--- src/rtl/rw_word_responder.sv ---
// rw_word_responder
//   Memory-side responder for a 16-bit write/read strobe interface. Writes go
//   into a circular word buffer; reads return buffered words in FIFO order with
//   one cycle of latency. The block also tracks how many full cipher blocks
//   have been accepted and signals when at least one block is buffered.
//
// Ports
//   iCLK        clock, all logic on the rising edge
//   iRST        asynchronous reset, active-high
//   write       write strobe, one word per high cycle
//   writedata   word accompanying write
//   read        read strobe, one word per high cycle
//   readdata    registered read word; holds until the next accepted read
//   oRD_VALID   one-cycle pulse, readdata was updated by the previous strobe
//   oLEVEL      words currently stored (0..2^DEPTH_LOG2)
//   oFULL       oLEVEL == 2^DEPTH_LOG2
//   oEMPTY      oLEVEL == 0
//   oBLOCK_RDY  at least BLOCK_WORDS words stored
//   oBLOCK_CNT  number of BLOCK_WORDS-word groups accepted, wraps at 16 bits
//   oOVF        sticky: write arrived while full without a read
//   oUNF        sticky: read arrived while empty
//   iCLR_ERR    synchronous clear of oOVF/oUNF (a same-cycle error wins)
module rw_word_responder #(
    parameter int DATA_W      = 16,
    parameter int DEPTH_LOG2  = 6,
    parameter int BLOCK_WORDS = 8
) (
    input  logic                  iCLK,
    input  logic                  iRST,
    input  logic                  write,
    input  logic [DATA_W-1:0]     writedata,
    input  logic                  read,
    output logic [DATA_W-1:0]     readdata,
    output logic                  oRD_VALID,
    output logic [DEPTH_LOG2:0]   oLEVEL,
    output logic                  oFULL,
    output logic                  oEMPTY,
    output logic                  oBLOCK_RDY,
    output logic [15:0]           oBLOCK_CNT,
    output logic                  oOVF,
    output logic                  oUNF,
    input  logic                  iCLR_ERR
);

    localparam int DEPTH = 1 << DEPTH_LOG2;
    localparam int PW    = DEPTH_LOG2;
    localparam int LW    = DEPTH_LOG2 + 1;
    localparam int BW    = (BLOCK_WORDS > 1) ? $clog2(BLOCK_WORDS) : 1;

    localparam logic [LW-1:0] LVL_MAX  = LW'(DEPTH);
    localparam logic [LW-1:0] LVL_BLK  = LW'(BLOCK_WORDS);
    localparam logic [BW-1:0] WIB_LAST = BW'(BLOCK_WORDS - 1);

    typedef enum logic [1:0] {
        ST_IDLE,
        ST_FILL,
        ST_BLOCK,
        ST_FULL
    } state_t;

    // Buffer storage, deliberately not reset
    logic [DATA_W-1:0] mem [DEPTH];

    logic [PW-1:0]     wr_ptr_q, wr_ptr_d;
    logic [PW-1:0]     rd_ptr_q, rd_ptr_d;
    logic [LW-1:0]     level_q,  level_d;
    logic [BW-1:0]     wib_q,    wib_d;
    logic [15:0]       bcnt_q,   bcnt_d;
    logic              ovf_q,    ovf_d;
    logic              unf_q,    unf_d;
    logic              valid_q,  valid_d;
    logic [DATA_W-1:0] rdata_q;
    state_t            state_q,  state_d;

    logic              empty;
    logic              full;
    logic              rd_acc;
    logic              wr_acc;

    assign empty = (level_q == '0);
    assign full  = (level_q == LVL_MAX);

    // A write into a full buffer is still accepted when a read frees a slot on
    // the same edge. An empty buffer never bypasses: the read is rejected even
    // if a write lands in the same cycle.
    assign rd_acc = read && !empty;
    assign wr_acc = write && (!full || rd_acc);

    always_comb begin
        wr_ptr_d = wr_ptr_q;
        rd_ptr_d = rd_ptr_q;
        level_d  = level_q;
        wib_d    = wib_q;
        bcnt_d   = bcnt_q;
        valid_d  = rd_acc;

        if (wr_acc) begin
            wr_ptr_d = wr_ptr_q + PW'(1);
            if (wib_q == WIB_LAST) begin
                wib_d  = '0;
                bcnt_d = bcnt_q + 16'd1;
            end else begin
                wib_d  = wib_q + BW'(1);
            end
        end

        if (rd_acc) begin
            rd_ptr_d = rd_ptr_q + PW'(1);
        end

        unique case ({wr_acc, rd_acc})
            2'b10:   level_d = level_q + LW'(1);
            2'b01:   level_d = level_q - LW'(1);
            default: level_d = level_q;
        endcase

        // Sticky errors: clear first, then a same-cycle error sets again
        ovf_d = ovf_q && !iCLR_ERR;
        unf_d = unf_q && !iCLR_ERR;
        if (write && !wr_acc) ovf_d = 1'b1;
        if (read && !rd_acc)  unf_d = 1'b1;

        // Block-tracking state follows the level that will be stored this edge
        if (level_d == '0) begin
            state_d = ST_IDLE;
        end else if (level_d == LVL_MAX) begin
            state_d = ST_FULL;
        end else if (level_d >= LVL_BLK) begin
            state_d = ST_BLOCK;
        end else begin
            state_d = ST_FILL;
        end
    end

    always_ff @(posedge iCLK) begin
        if (wr_acc) begin
            mem[wr_ptr_q] <= writedata;
        end
    end

    always_ff @(posedge iCLK or posedge iRST) begin
        if (iRST) begin
            wr_ptr_q <= '0;
            rd_ptr_q <= '0;
            level_q  <= '0;
            wib_q    <= '0;
            bcnt_q   <= '0;
            ovf_q    <= 1'b0;
            unf_q    <= 1'b0;
            valid_q  <= 1'b0;
            rdata_q  <= '0;
            state_q  <= ST_IDLE;
        end else begin
            wr_ptr_q <= wr_ptr_d;
            rd_ptr_q <= rd_ptr_d;
            level_q  <= level_d;
            wib_q    <= wib_d;
            bcnt_q   <= bcnt_d;
            ovf_q    <= ovf_d;
            unf_q    <= unf_d;
            valid_q  <= valid_d;
            state_q  <= state_d;
            if (rd_acc) begin
                rdata_q <= mem[rd_ptr_q];
            end
        end
    end

    assign readdata   = rdata_q;
    assign oRD_VALID  = valid_q;
    assign oLEVEL     = level_q;
    assign oFULL      = full;
    assign oEMPTY     = empty;
    assign oBLOCK_RDY = (state_q == ST_BLOCK) || (state_q == ST_FULL);
    assign oBLOCK_CNT = bcnt_q;
    assign oOVF       = ovf_q;
    assign oUNF       = unf_q;

endmodule

--- config.mk ---
export PLATFORM = sky130hd
export DESIGN_NAME = rw_word_responder
export DESIGN_NICKNAME = d
export VERILOG_FILES = /design/src/rtl/rw_word_responder.sv
export SDC_FILE = /design/constraint.sdc
export NUM_CORES = 1
export LEC_CHECK = 0
export CELL_PAD_IN_SITES_DETAIL_PLACEMENT = 1
export CELL_PAD_IN_SITES_GLOBAL_PLACEMENT = 2
export CORE_MARGIN = 5
export CORE_UTILIZATION = 45
export CTS_CLUSTER_DIAMETER = 80
export DETAILED_ROUTE_END_ITERATION = 8
export PLACE_DENSITY = 0.8
export SETUP_SLACK_MARGIN = 0.02
export SYNTH_ARGS = -nofsm -noshare
export SYNTH_HDL_FRONTEND = slang
export SYNTH_SLANG_ARGS = --single-unit
--- constraint.sdc ---
create_clock -name iCLK -period 2.8 [get_ports iCLK]
set_input_delay 0.28 -clock iCLK [delete_from_list [all_inputs] [get_ports iCLK]]
set_output_delay 0.28 -clock iCLK [all_outputs]
set_load 0.005 [all_outputs]
==> metrics.txt <==
crit-path cells nor3_4, a31oi_4, ha_1, buf_4, o21a_1, o31a_1, buf_4, o31ai_1, nand4_1, and2_1, or2_1; Worst Path Class, Setup flip-flop to flip-flop; GP Congestion 0.806; Inst Count DP 3543; pwr dens 983 nW/µm²; Core ar. 93200 µm²; Layout Area Growth over Synthesis 19.1%; FFs w/ async S/R, synth 5.36%; initial antenna violation count 1; Min Hold Slack 0.0524 ns; largest net degree at the start of global routing 65; FILL cells 8187; Primary FF master, synth edfxtp_1; Clk pin slew, worst setup/hold paths 0.07 ns; Total GRT Usage 22.9%; CTS Buf Count 108; fmax 0.358 GHz; die area 100000 µm²; simple-gate area share of the yosys netlist 2.55%; row count 112; final antenna-violating net count 0; outcome finished clean; clk sinks 1082; Die Width 316 µm; Max-slew headroom 35.4%; final core utilization 53.9%; largest area contributor in the netlist edfxtp_1; NumNets Final 2447; worst skew pair latency 0.69 ns; commonest cells after routing, fill and taps aside edfxtp_1 (1024), buf_4 (206), mux4_2 (198), mux2i_1 (128), clkbuf_16 (112); commonest non-fill, non-tap cell in the layout edfxtp_1; Seq/Total Area, Yosys 76.3%; total grt overflow 0; I/O pin cnt 66; worst hold path stage count 1; path depth of the worst reg2reg path 11; Stages on worst setup path 11; Initial Utilization 45.3%; final-report setup violation count 0; Hold Vio Cnt, Final 0; Synth Area in Adders 0.344%; Detailed Route WL 115000 µm; fin cells 3762; Lkg Pwr 16.7 nW; maximum clock insertion buffer count 3; register bit total from synthesis 1082; post-synth net total 2112; Ys Warns 0; setup repair after global routing missed its margin yes; main combinational cell family by area after synthesis multiplexers; number of enable flip-flop cells after synthesis 1024; Port Buffers 65; CTS tree done; Cell variety after synth 62; Period minus WS final 2.79 ns; worst path required time 3.36 ns; Post-Syn Instances 2080; layout cells sized above 1 28.7%; Max stage delay cell, worst path dfrtp_1; vias in the first global route 24100; most frequent cell on the critical path buf_4; DRT iter0 DRCs 2522; Worst Setup End Kind flip-flop; WL/cell 30.5 µm; Compound-Gate Fraction of Synth Area 4.07%; Max FO, Critical Path 6; worst vdd ir 0.000539 V; Mapped Area 42200 µm²; dominant cells by area after synthesis edfxtp_1 (73%), mux4_2 (11%), dfrtp_1 (3.4%); worst slew pin tran 0.969 ns; startpoint types flip-flop; clk_skew 0.0289 ns; CP delay by family, top simple AND/OR/NAND/NOR gates; final total power 49.4 mW; vias after detailed routing 22400; dpl hpwl 70900 µm; Die H 316 µm; Crit path largest cell delay 0.41 ns; vias per cell 5.95; Initial DRT Pass Iterations 7; CTS root buffer clkbuf_16; post-synth top area share 72.9%; maximum capacitance violations 0; critical path arrival 3.36 ns; Post-Syn Area per Cell 20.3 µm²; mux contribution to synthesized area 14.6%; period utilization 99.8%; # DRC 0; CTS H-tree lvls 3; CP bufs+invs 2; type of the tightest min-delay check input pin to flip-flop; Synth Area in XOR/XNOR 0.540%; final max-slew violation count 0; first-pass GRT wire length 167000 µm
cells in the mapped netlist, drive strengths merged, types with 23 or more instances:
cell / n
a21oi: 33
mux2i: 128
dfrtp: 58
buf: 65
edfxtp: 1024
nand2: 53
a211oi: 23
nor2: 103
nor3: 28
clkbuf: 52
o22ai: 23
mux2: 37
mux4: 198
area by class of cell:
cell class	count	area (µm²)	share of cell area, %
sequential	1082	32200	64.1
multi-input combinational	871	9540	19.0
timing repair buffer	342	3470	6.90
clock buffer	142	2920	5.82
tap	1254	1570	3.12
clock inverter	59	485	0.966
inverter	10	37.5	0.0747
antenna	2	5.00	0.00996
report_power, final:
group	switching [mW]	leakage, nW	internal [mW]
Sequential	0.723	9.93	18.5
Clock	6.04	1.67	7.98
Combinational	8.61	5.05	7.48
Total	15.4	16.7	34.0
logic make-up after synthesis:
logic type,count (synthesis)
mux,363
flops,1082
xor+xnor,26
simple gates,239
buf+inv,127
compound gates,232
fa+ha+maj,11
flip-flops by register name, indices dropped and copies added, names as in the netlist:
register    count
oOVF            1
oRD_VALID       1
oBLOCK_CNT     16
wr_ptr_q        6
mem          1024
rd_ptr_q        6
oUNF            1
readdata       16
state_q         1
oLEVEL          7
wib_q           3
path summary, 6_finish.rpt:
| check | startpoint | endpoint | slack [ns] |
|---|---|---|---|
| max in group asynchronous | iRST | rd_ptr_q[1]$_DFFE_PP0N_ | 1.56 |
| hold reg to reg | oBLOCK_CNT[15]$_DFFE_PP0P_ | oBLOCK_CNT[15]$_DFFE_PP0P_ | 0.47 |
| setup / recovery | oLEVEL[4]$_DFF_PP0_ | state_q[1]$_DFF_PP0_ | 0.006 |
| setup reg to reg | oLEVEL[4]$_DFF_PP0_ | state_q[1]$_DFF_PP0_ | 0.006 |
| min in group asynchronous | iRST | oOVF$_DFF_PP0_ | 0.57 |
| hold / removal | writedata[13] | mem[37][13]$_DFFE_PP_ | 0.05 |
layer usage:
layer  global-route usage [%]  up-vias  routed length (µm)
met4                     5.97        0                2830
met2                     38.2      899               57400
met3                     5.37      180                8700
li1                         -     9285                   -
met5                        0        -                   0
met1                     30.9    12000               45600
what timing repair did:
item                       CTS  global route
hold buffers                 1             0
hold endpoints to repair    21             0
gates resized for setup     21            37
cloned                       0             1
setup endpoints to repair   11            47
setup buffers               10             6
pin swaps                    5             6
metrics by stage:
step	setup WS (ns)	setup TNS, ns	area (µm²)
global route	-0.112	-0.386	50200
global placement	-0.304	-0.808	46400
detailed placement	-0.344	-1.17	46400
CTS	0.0236	0	50000
finish	0.00575	0	50200
floorplan	0.0215	0	42200
(Power assumes the default switching activity.)
